--- src/rtl/keypad_code_lock.sv ---
// Four-digit keypad code lock: digit entry with backspace/clear, code compare,
// code change while unlocked, and a timed lockout after repeated failures.
module keypad_code_lock #(
    parameter logic [15:0] DEFAULT_CODE = 16'h1234,
    parameter int          MAX_FAIL     = 3,
    parameter logic [31:0] ALARM_CYCLES = 32'd49_999_999
) (
    input  logic        clk,
    input  logic        reset,
    input  logic        key_en,
    input  logic [3:0]  key_num,
    output logic [15:0] digits,
    output logic [2:0]  digit_cnt,
    output logic        unlocked,
    output logic        alarm,
    output logic [1:0]  fail_cnt,
    output logic        ok_pulse,
    output logic        err_pulse
);

    typedef enum logic [1:0] {
        LOCKED   = 2'd0,
        UNLOCKED = 2'd1,
        SET_NEW  = 2'd2,
        ALARM    = 2'd3
    } state_t;

    localparam logic [3:0] KEY_BS     = 4'hA;
    localparam logic [3:0] KEY_CLEAR  = 4'hB;
    localparam logic [3:0] KEY_OK     = 4'hC;
    localparam logic [3:0] KEY_CHANGE = 4'hD;
    localparam logic [3:0] KEY_LOCK   = 4'hE;
    localparam logic [1:0] FAIL_LIMIT = 2'(MAX_FAIL);

    state_t      state_reg, state_next;
    logic [15:0] code_reg, code_next;
    logic [15:0] digits_reg, digits_next;
    logic [2:0]  cnt_reg, cnt_next;
    logic [1:0]  fail_reg, fail_next;
    logic [31:0] timer_reg, timer_next;
    logic        ok_reg, ok_next;
    logic        err_reg, err_next;
    logic        unlocked_reg, unlocked_next;
    logic        alarm_reg, alarm_next;
    logic        key_vld_reg;

    logic        is_digit;
    logic        entry_state;
    logic [1:0]  fail_inc;

    assign is_digit    = (key_num <= 4'd9);
    assign entry_state = (state_reg == LOCKED) || (state_reg == SET_NEW);
    assign fail_inc    = fail_reg + 2'd1;

    always_comb begin
        state_next  = state_reg;
        code_next   = code_reg;
        digits_next = digits_reg;
        cnt_next    = cnt_reg;
        fail_next   = fail_reg;
        timer_next  = timer_reg;
        ok_next     = 1'b0;
        err_next    = 1'b0;

        if (state_reg == ALARM) begin
            // Strobes are ignored for the whole dwell, including the exit cycle.
            if (timer_reg == 32'd0) begin
                state_next = LOCKED;
                fail_next  = 2'd0;
            end else begin
                timer_next = timer_reg - 32'd1;
            end
        end else if (key_vld_reg) begin
            if (entry_state) begin
                if (is_digit) begin
                    if (cnt_reg < 3'd4) begin
                        digits_next = {digits_reg[11:0], key_num};
                        cnt_next    = cnt_reg + 3'd1;
                    end
                end else if (key_num == KEY_BS) begin
                    if (cnt_reg != 3'd0) begin
                        digits_next = {4'h0, digits_reg[15:4]};
                        cnt_next    = cnt_reg - 3'd1;
                    end
                end else if (key_num == KEY_CLEAR) begin
                    digits_next = 16'h0;
                    cnt_next    = 3'd0;
                end
            end

            case (state_reg)
                LOCKED: begin
                    if (key_num == KEY_OK) begin
                        digits_next = 16'h0;
                        cnt_next    = 3'd0;
                        if (cnt_reg == 3'd4 && digits_reg == code_reg) begin
                            state_next = UNLOCKED;
                            ok_next    = 1'b1;
                            fail_next  = 2'd0;
                        end else begin
                            err_next  = 1'b1;
                            fail_next = fail_inc;
                            if (fail_inc == FAIL_LIMIT) begin
                                state_next = ALARM;
                                timer_next = ALARM_CYCLES;
                            end
                        end
                    end
                end
                UNLOCKED: begin
                    if (key_num == KEY_CHANGE || key_num == KEY_LOCK) begin
                        state_next  = (key_num == KEY_CHANGE) ? SET_NEW : LOCKED;
                        digits_next = 16'h0;
                        cnt_next    = 3'd0;
                    end
                end
                SET_NEW: begin
                    if (key_num == KEY_OK) begin
                        // A short new code is rejected but the partial entry is kept.
                        if (cnt_reg == 3'd4) begin
                            code_next   = digits_reg;
                            ok_next     = 1'b1;
                            state_next  = UNLOCKED;
                            digits_next = 16'h0;
                            cnt_next    = 3'd0;
                        end else begin
                            err_next = 1'b1;
                        end
                    end else if (key_num == KEY_LOCK) begin
                        state_next  = UNLOCKED;
                        digits_next = 16'h0;
                        cnt_next    = 3'd0;
                    end
                end
                default: ;
            endcase
        end

        unlocked_next = (state_next == UNLOCKED) || (state_next == SET_NEW);
        alarm_next    = (state_next == ALARM);
    end

    always_ff @(posedge clk or posedge reset) begin
        if (reset) begin
            state_reg    <= LOCKED;
            code_reg     <= DEFAULT_CODE;
            digits_reg   <= 16'h0;
            cnt_reg      <= 3'd0;
            fail_reg     <= 2'd0;
            timer_reg    <= 32'd0;
            ok_reg       <= 1'b0;
            err_reg      <= 1'b0;
            unlocked_reg <= 1'b0;
            alarm_reg    <= 1'b0;
            key_vld_reg  <= 1'b0;
        end else begin
            state_reg    <= state_next;
            code_reg     <= code_next;
            digits_reg   <= digits_next;
            cnt_reg      <= cnt_next;
            fail_reg     <= fail_next;
            timer_reg    <= timer_next;
            ok_reg       <= ok_next;
            err_reg      <= err_next;
            unlocked_reg <= unlocked_next;
            alarm_reg    <= alarm_next;
            key_vld_reg  <= key_en;
        end
    end

    assign digits    = digits_reg;
    assign digit_cnt = cnt_reg;
    assign unlocked  = unlocked_reg;
    assign alarm     = alarm_reg;
    assign fail_cnt  = fail_reg;
    assign ok_pulse  = ok_reg;
    assign err_pulse = err_reg;

endmodule
--- config.mk ---
export PLATFORM = sky130hd
export DESIGN_NAME = keypad_code_lock
export DESIGN_NICKNAME = d
export VERILOG_FILES = /design/src/rtl/keypad_code_lock.sv
export SDC_FILE = /design/constraint.sdc
export NUM_CORES = 1
export LEC_CHECK = 0
export ABC_AREA = 1
export BUFFER_PORTS_ARGS = -buffer_cell sky130_fd_sc_hd__buf_2
export CORE_MARGIN = 3
export CORE_UTILIZATION = 31
export CTS_BUF_LIST = sky130_fd_sc_hd__clkbuf_4 sky130_fd_sc_hd__clkbuf_8 sky130_fd_sc_hd__clkbuf_16
export CTS_CLUSTER_SIZE = 28
export DETAILED_ROUTE_END_ITERATION = 16
export GPL_ROUTABILITY_DRIVEN = 0
export PLACE_DENSITY = 0.44
export SETUP_SLACK_MARGIN = 0.02
export SYNTH_ARGS = -nofsm -noshare
export SYNTH_HDL_FRONTEND = slang
export SYNTH_SLANG_ARGS = --single-unit
--- constraint.sdc ---
create_clock -name clk -period 4.76 [get_ports clk]
set_input_delay 0.952 -clock clk [delete_from_list [all_inputs] [get_ports clk]]
set_output_delay 0.952 -clock clk [all_outputs]
set_load 0.1 [all_outputs]
==> results of run 1 <==
==> cells by family after synthesis <==
| family | count (synthesis) | share of synthesized area (%) |
|---|---|---|
| compound gates | 92 | 11.08 |
| simple gates | 403 | 35.11 |
| flops | 76 | 39.49 |
| xor+xnor | 15 | 2.719 |
| mux | 3 | 0.6991 |
| buf+inv | 92 | 8.053 |
| fa+ha+maj | 11 | 2.848 |
==> cell usage after synthesis (9+ instances only) <==
| cell type | count | share of area [%] |
|---|---|---|
| nand2_1 | 246 | 19 |
| nor2_1 | 82 | 6.4 |
| dfrtp_1 | 71 | 37 |
| inv_1 | 64 | 5.0 |
| o21ai_0 | 39 | 4.0 |
| nand3_1 | 33 | 3.4 |
| a21oi_1 | 23 | 2.4 |
| ha_1 | 11 | 2.8 |
| or2_2 | 11 | 1.4 |
| inv_2 | 10 | 0.78 |
| xor2_1 | 10 | 1.8 |
| nand4_1 | 9 | 1.2 |
==> metal layers <==
layer | vias to the layer above | wire (um) | GRT usage, %
li1 | 2251 | - | -
met1 | 2073 | 6239 | 21.47
met2 | 65 | 6122 | 27.05
met3 | 11 | 426 | 3.211
met4 | 0 | 125 | 3.993
met5 | - | 0 | 0
==> tightest hold or removal path, cell delays in order (launching register included) <==
cell	delay, ns
dfrtp_1	0.34
nand2_1	0.05
nand2_1	0.06
==> path summary, 6_finish.rpt <==
kind | cells past startpoint | slack (ns) | from | end
min reg2reg | 2 | 0.48 | timer_reg[1] | timer_reg[1]
max in group asynchronous | 3 | 3.12 | reset | digits[9]
min | 2 | 0.48 | timer_reg[1] | timer_reg[1]
min in group asynchronous | 2 | 0.80 | reset | key_vld_reg
max | 10 | 1.97 | state_reg[1] | unlocked
max reg2reg | 10 | 1.97 | state_reg[1] | unlocked
==> layout make-up <==
type                            count  area, um^2
Fill cell                        1641        9742
Multi-Input combinational cell    524        2535
Sequential cell                    76        1908
Inverter                           75       282.8
Clock buffer                       12       247.7
Tap cell                          188       235.2
Timing Repair Buffer               34       177.7
Clock inverter                      4       73.82
==> metrics by stage <==
stage	total power, mW	hold WS [ns]	setup slack, ns
2_1_floorplan	3.030	0.4488	1.878
3_3_place_gp	3.520	0.4668	2.012
3_5_place_dp	3.534	0.4703	1.976
4_1_cts	4.317	0.4873	1.967
5_1_grt	4.632	0.5301	1.693
6_report	4.270	0.4805	1.972
==> power by group <==
group          internal, mW  leakage, nW  switching (mW)  total (mW)
sequential            0.856        0.986           0.276        1.13
combinational         0.662         1.68            1.72        2.39
clock                 0.477        0.161           0.275       0.752
total                  1.99         2.83            2.28        4.27
==> metrics.csv, run 1 <==
metric;value;unit
grt.total_usage;16.15;%
die_w;130.9;um
cts.sinks;76;
critical_path_buf_inv_count;3;
synth-edff-count;0;
syn_nets;710;
synth_ff_type;dfrtp_1;
fmax;0.3587;GHz
end_kind;flop;
overflow;0;
nets;738;
synthArstFlopShare;100.0;%
cp_max_fo;16;
vias;4400;
syn_to_final_growth;13.00;%
yosys.cell_types.count;40;
post-cts-setup-buffers;0;
finalSetupTns;0;ns
cts_tree;done;
cp-start-kind;flop;
cp_slowest_cell;nor2_2;
die_area;17120;um^2
grt_pass1_vias;4307;
largest_reg_flops;32;
arrival;3.01;ns
hpwl;9377;um
final_util;35.92;%
antenna_found_initial;0;
grt_max_degree;55;
crit_chain;ha_1 -> buf_4 -> nor2_4 -> inv_2 -> nor2_2 -> inv_1 -> o21ai_0 -> a21oi_1 -> a21oi_1 -> ha_1;
htree_num_levels;3;
root_buffer;clkbuf_16;
drt_iter0_markers;245;
numPortBuffers;31;
layout_common_cells;nand2_1, nor2_1, dfrtp_1;
path_class;reg -> reg;
ios;32;
p_per_area;782.0;nW/um^2
worstMarginPinSlew;0.9898;ns
post-place-cells;897;
maxCapViolCount;0;
chipHeight;130.9;um
yosys_warnings;0;
postPlaceCellArea;5139;um^2
peakVddDrop;0.3019;mV
cpLargestDelayFamily;simple AND/OR/NAND/NOR gates;
stdcell_area;5460;um^2
clk_path_buf_depth;2;
grt_pass1_wl;21780;um
syn_area;4832;um^2
drcViolationCount;0;
postSynthAreaPerCell;6.983;um^2
wl_per_cell;14.14;um
cts_buffers;9;
clk_pin_slew;0.06;ns
drtAntennaViolNets;0;
slew_headroom;34.01;%
clock_skew;0.007432;ns
worstSkewPairLatency;0.34;ns
cts_resized;0;
setup_viol;0;
postSynthCellCount;692;
hold_violations;0;
grt_setup_unrepaired;no;
min_period;2.788;ns
start_util;31.79;%
ys_seq_elements;76;
layout_commonest_cell;nand2_1;
seq_area_frac_synth;39.49;%
rows;45;
crit_required;4.98;ns
cpPeakStageDelay;0.50;ns
drv_slew;0;
status;finished, final reports clean;
drt-total-wl;12910;um
first_pass_iters;4;
drive_gt1_share;12.97;%
viasPerCell;4.819;
diodes;0;
instances_no_fill;913;
hold_path.class;reg -> reg;
fp.coreArea;15200;um^2
hold_buffers;0;
leakage;2.829;nW
finalCritPeriodShare;58.57;%
Power figures use the tool's default switching activity.
==> run 2, diff against run 1 <==
- PLACE_DENSITY: 0.44 -> 0.46
- clock period: 4.76 -> 2.5 ns (I/O delays scaled with it)
==> metrics.csv, run 2 (same netlist as run 1, synthesis figures left out) <==
metric;value;unit
p_comb_share;56.7;%
drcViolationCount;0;
drt-total-wl;12980;um
die_area;17120;um^2
clock_skew;0.01032;ns
p_total;8.237;mW
worstMarginPinSlew;0.5714;ns
cts_buffers;9;
power_frac_clock;17.7;%
internal_power;3.842;mW
largest_reg_flops;32;
peakVddDrop;0.7375;mV
numPortBuffers;31;
clk_path_buf_depth;2;
arrival;2.55;ns
fillCellCount;1675;
hold_violations;0;
seqPwrFrac;25.5;%
fp.coreArea;15200;um^2
overflow;0;
drtAntennaViolNets;0;
drive_gt1_share;13.80;%
fmax;0.4384;GHz
hold_path.class;in -> async;
rows;45;
chipHeight;130.9;um
post-cts-setup-buffers;0;
start_util;31.79;%
antenna_found_initial;0;
ios;32;
status;finished, final reports clean;
first_pass_iters;5;
worstSkewPairLatency;0.34;ns
clk_pin_slew;0.06;ns
setup_viol;0;
maxCapViolCount;0;
cp_max_fo;14;
slew_headroom;61.70;%
cts_tree;done;
grt_pass1_vias;4082;
grt_max_degree;77;
swShare;53.36;%
vias;4462;
finalCritPeriodShare;91.23;%
end_kind;flop;
min_period;2.281;ns
diodes;0;
cts_resized;0;
grt_pass1_wl;21260;um
drv_slew;0;
hold_buffers;0;
syn_to_final_growth;14.42;%
drt_iter0_markers;274;
grt.total_usage;15.88;%
die_w;130.9;um
cts.sinks;76;
crit_required;2.77;ns
cp-start-kind;flop;
path_class;reg -> reg;
root_buffer;clkbuf_16;
p_per_area;1490;nW/um^2
layout_commonest_cell;nand2_1;
r2r_cells;9;
layout_common_cells;nand2_1, nor2_1, dfrtp_1;
hpwl;9170;um
leakage;2.866;nW
nets;745;
switching_power;4.395;mW
htree_num_levels;3;
grt_setup_unrepaired;no;
wl_per_cell;14.11;um
viasPerCell;4.850;
finalSetupTns;0;ns
## run 2: changes by cell type in the layout (fill, tap and decap cells not counted), sizes merged
cell	change
buf	+7
clkbuf	-2
clkinvlp	+1
inv	+1
## run 2: through the flow
stage / setup slack, ns / instances / hold WS (ns) / util, % / cell area [um^2]
3_3_place_gp: 0.2828 / 904 / 0.4622 / 34.23 / 5204
2_1_floorplan: 0.06995 / 692 / 0.4488 / - / 4832
6_report: 0.2192 / 920 / 0.2334 / 36.37 / 5529
3_5_place_dp: 0.2912 / 904 / 0.4680 / 34.23 / 5204
4_1_cts: 0.2573 / 920 / 0.2479 / 36.37 / 5529
5_1_grt: 0.02637 / 920 / 0.2492 / 36.37 / 5529
## run 2: final timing paths
kind                              startpoint      endpoint  slack, ns
worst max-delay path            state_reg[1]     digits[8]       0.22
worst min-delay path                   reset   fail_cnt[0]       0.23
worst max register to register  state_reg[1]     digits[8]       0.22
worst min register to register  timer_reg[1]  timer_reg[1]       0.49
max in group asynchronous              reset   code_reg[2]       1.88
min in group clk                      key_en   key_vld_reg       0.27
## run 2: power groups by stage
stage               clock, mW  sequential (mW)  combinational [mW]
floorplan                   0             3.23                2.54
global placement            0             2.12                4.66
detailed placement          0             2.13                4.68
CTS                      1.51             2.11                4.70
global route             1.55             2.17                5.18
finish                   1.46             2.10                4.67
## run 2: cell type report
type,count,area [um^2],area share (%)
Multi-Input combinational cell,524,2535,45.85
Sequential cell,76,1908,34.51
Inverter,75,282.8,5.114
Timing Repair Buffer,41,242.7,4.390
Clock buffer,10,239.0,4.322
Tap cell,188,235.2,4.254
Clock inverter,6,86.33,1.561
## run 2: routing by layer
metal | share of wire [%] | up-vias | wire length (um) | track usage (%)
li1 | - | 2270 | - | -
met1 | 49 | 2099 | 6318 | 21.17
met2 | 46 | 84 | 5960 | 25.79
met3 | 4.3 | 9 | 564 | 4.024
met4 | 1.1 | 0 | 140 | 4.114
met5 | 0 | - | 0 | 0
## run 2: worst max-delay path, cell delays in order (launching register included)
cell,delay [ns]
dfrtp_1,0.43
ha_1,0.32
nor2_4,0.25
inv_2,0.13
nor2_2,0.14
buf_4,0.23
nand2_1,0.09
inv_1,0.32
o21ai_0,0.15
a21oi_1,0.14
==> run 3, diff against run 2 <==
- REMOVE_ABC_BUFFERS: default -> 1
==> metrics.csv, run 3 (same netlist as run 1, synthesis figures left out) <==
metric;value;unit
maxCapViolCount;0;
min_period;2.202;ns
fmax;0.4540;GHz
cpLargestDelayFamily;simple AND/OR/NAND/NOR gates;
die_area;17120;um^2
critical_path_buf_inv_count;2;
path_class;reg -> reg;
grt.total_usage;15.91;%
leakage;2.879;nW
die_w;130.9;um
clk_pin_slew;0.06;ns
switching_power;4.360;mW
drive_gt1_share;14.15;%
cp_slowest_cell;dfrtp_1;
wl_per_cell;13.92;um
p_comb_share;57.1;%
finalCritPeriodShare;88.10;%
finalSetupTns;0;ns
internal_power;3.792;mW
r2r_end;unlocked;
clk_path_buf_depth;2;
cts_resized;0;
cts_tree;done;
worstSkewPairLatency;0.35;ns
drtAntennaViolNets;0;
cp_common_cell;nand2_1;
hold_ws;0.2168;ns
vias;4459;
numPortBuffers;31;
end_kind;flop;
seqPwrFrac;26.0;%
crit_required;2.73;ns
layout_commonest_cell;nand2_1;
setup_viol;0;
swShare;53.48;%
cts_buffers;9;
nets;748;
hpwl;9335;um
root_buffer;clkbuf_16;
postPlaceCellArea;5226;um^2
hold_buffers;0;
slew_headroom;54.67;%
chipHeight;130.9;um
peakVddDrop;0.5500;mV
hold_violations;0;
drt_iter0_markers;364;
drt-total-wl;12850;um
grt_max_degree;36;
hold_path.class;in -> async;
final_util;36.42;%
viasPerCell;4.831;
cts.sinks;76;
post-place-cells;907;
status;finished, final reports clean;
grt_pass1_wl;21200;um
stdcell_area;5537;um^2
rows;45;
r2r_cells;13;
power_frac_clock;16.9;%
layout_common_cells;nand2_1, nor2_1, dfrtp_1;
crit_chain;inv_1 -> ha_1 -> nand2_2 -> inv_2 -> o21ai_1 -> nor2_1 -> nand2_1 -> nor2_2 -> nand4_1 -> nand2_1 -> nand2_1 -> a21oi_1 -> ha_1;
grt_setup_unrepaired;no;
antenna_found_initial;0;
arrival;2.43;ns
grt_pass1_vias;4089;
drv_slew;0;
cpPeakStageDelay;0.43;ns
fp.coreArea;15200;um^2
drcViolationCount;0;
cp_max_fo;5;
syn_to_final_growth;14.58;%
cp-start-kind;flop;
largest_reg_flops;32;
ios;32;
htree_num_levels;3;
diodes;0;
p_per_area;1472;nW/um^2
reg2reg_from;digit_cnt[0];
worstMarginPinSlew;0.6800;ns
instances_no_fill;923;
start_util;31.79;%
r2r_setup_slack;0.30;ns
post-cts-setup-buffers;0;
clock_skew;0.007953;ns
first_pass_iters;5;
overflow;0;
[run 3: cell types whose count changed in the layout (fill, tap and decap cells not counted), sizes merged]
cell and delta:
buf +3, inv -1, clkinv -1, clkbuf +4, bufinv -1, clkinvlp -1
[run 3: routing by layer]
metal | vias to the layer above | part of all wire [%] | global-route usage, %
met5 | - | 0 | 0
met1 | 2066 | 52 | 23.66
met4 | 0 | 1.7 | 6.171
met3 | 14 | 3.5 | 2.276
li1 | 2290 | - | -
met2 | 89 | 43 | 23.21
[run 3: stage by stage]
step           worst slack, ns  power [mW]
6_report                0.2976       8.152
5_1_grt                 0.1345       8.807
4_1_cts                 0.3223       8.219
3_5_place_dp            0.3427       6.778
3_3_place_gp            0.3506       6.775
2_1_floorplan         -0.08664       5.740
[run 3: power groups by stage]
stage	clock, mW	sequential (mW)	combinational (mW)
final	1.38	2.12	4.65
after global routing	1.46	2.20	5.15
after CTS	1.43	2.11	4.68
after detailed placement	0	2.13	4.65
after global placement	0	2.13	4.65
after floorplan	0	3.23	2.51
[run 3: area by class of cell]
| cell class | instances | area, um^2 |
|---|---|---|
| Clock inverter | 2 | 35.03 |
| Fill cell | 1626 | 9666 |
| Clock buffer | 14 | 275.3 |
| Timing Repair Buffer | 44 | 265.3 |
| Inverter | 75 | 282.8 |
| Tap cell | 188 | 235.2 |
| Sequential cell | 76 | 1908 |
| Multi-Input combinational cell | 524 | 2535 |
[run 3: how the worst max path moves through the flow]
stage,from,endpoint,slack [ns],depth (start not counted)
2_1_floorplan,digit_cnt[0],code_reg[1],-0.09,6
3_3_place_gp,digit_cnt[0],unlocked,0.35,13
3_5_place_dp,digit_cnt[0],unlocked,0.34,13
4_1_cts,digit_cnt[0],unlocked,0.32,13
5_1_grt,digit_cnt[0],unlocked,0.13,13
6_report,digit_cnt[0],unlocked,0.30,13
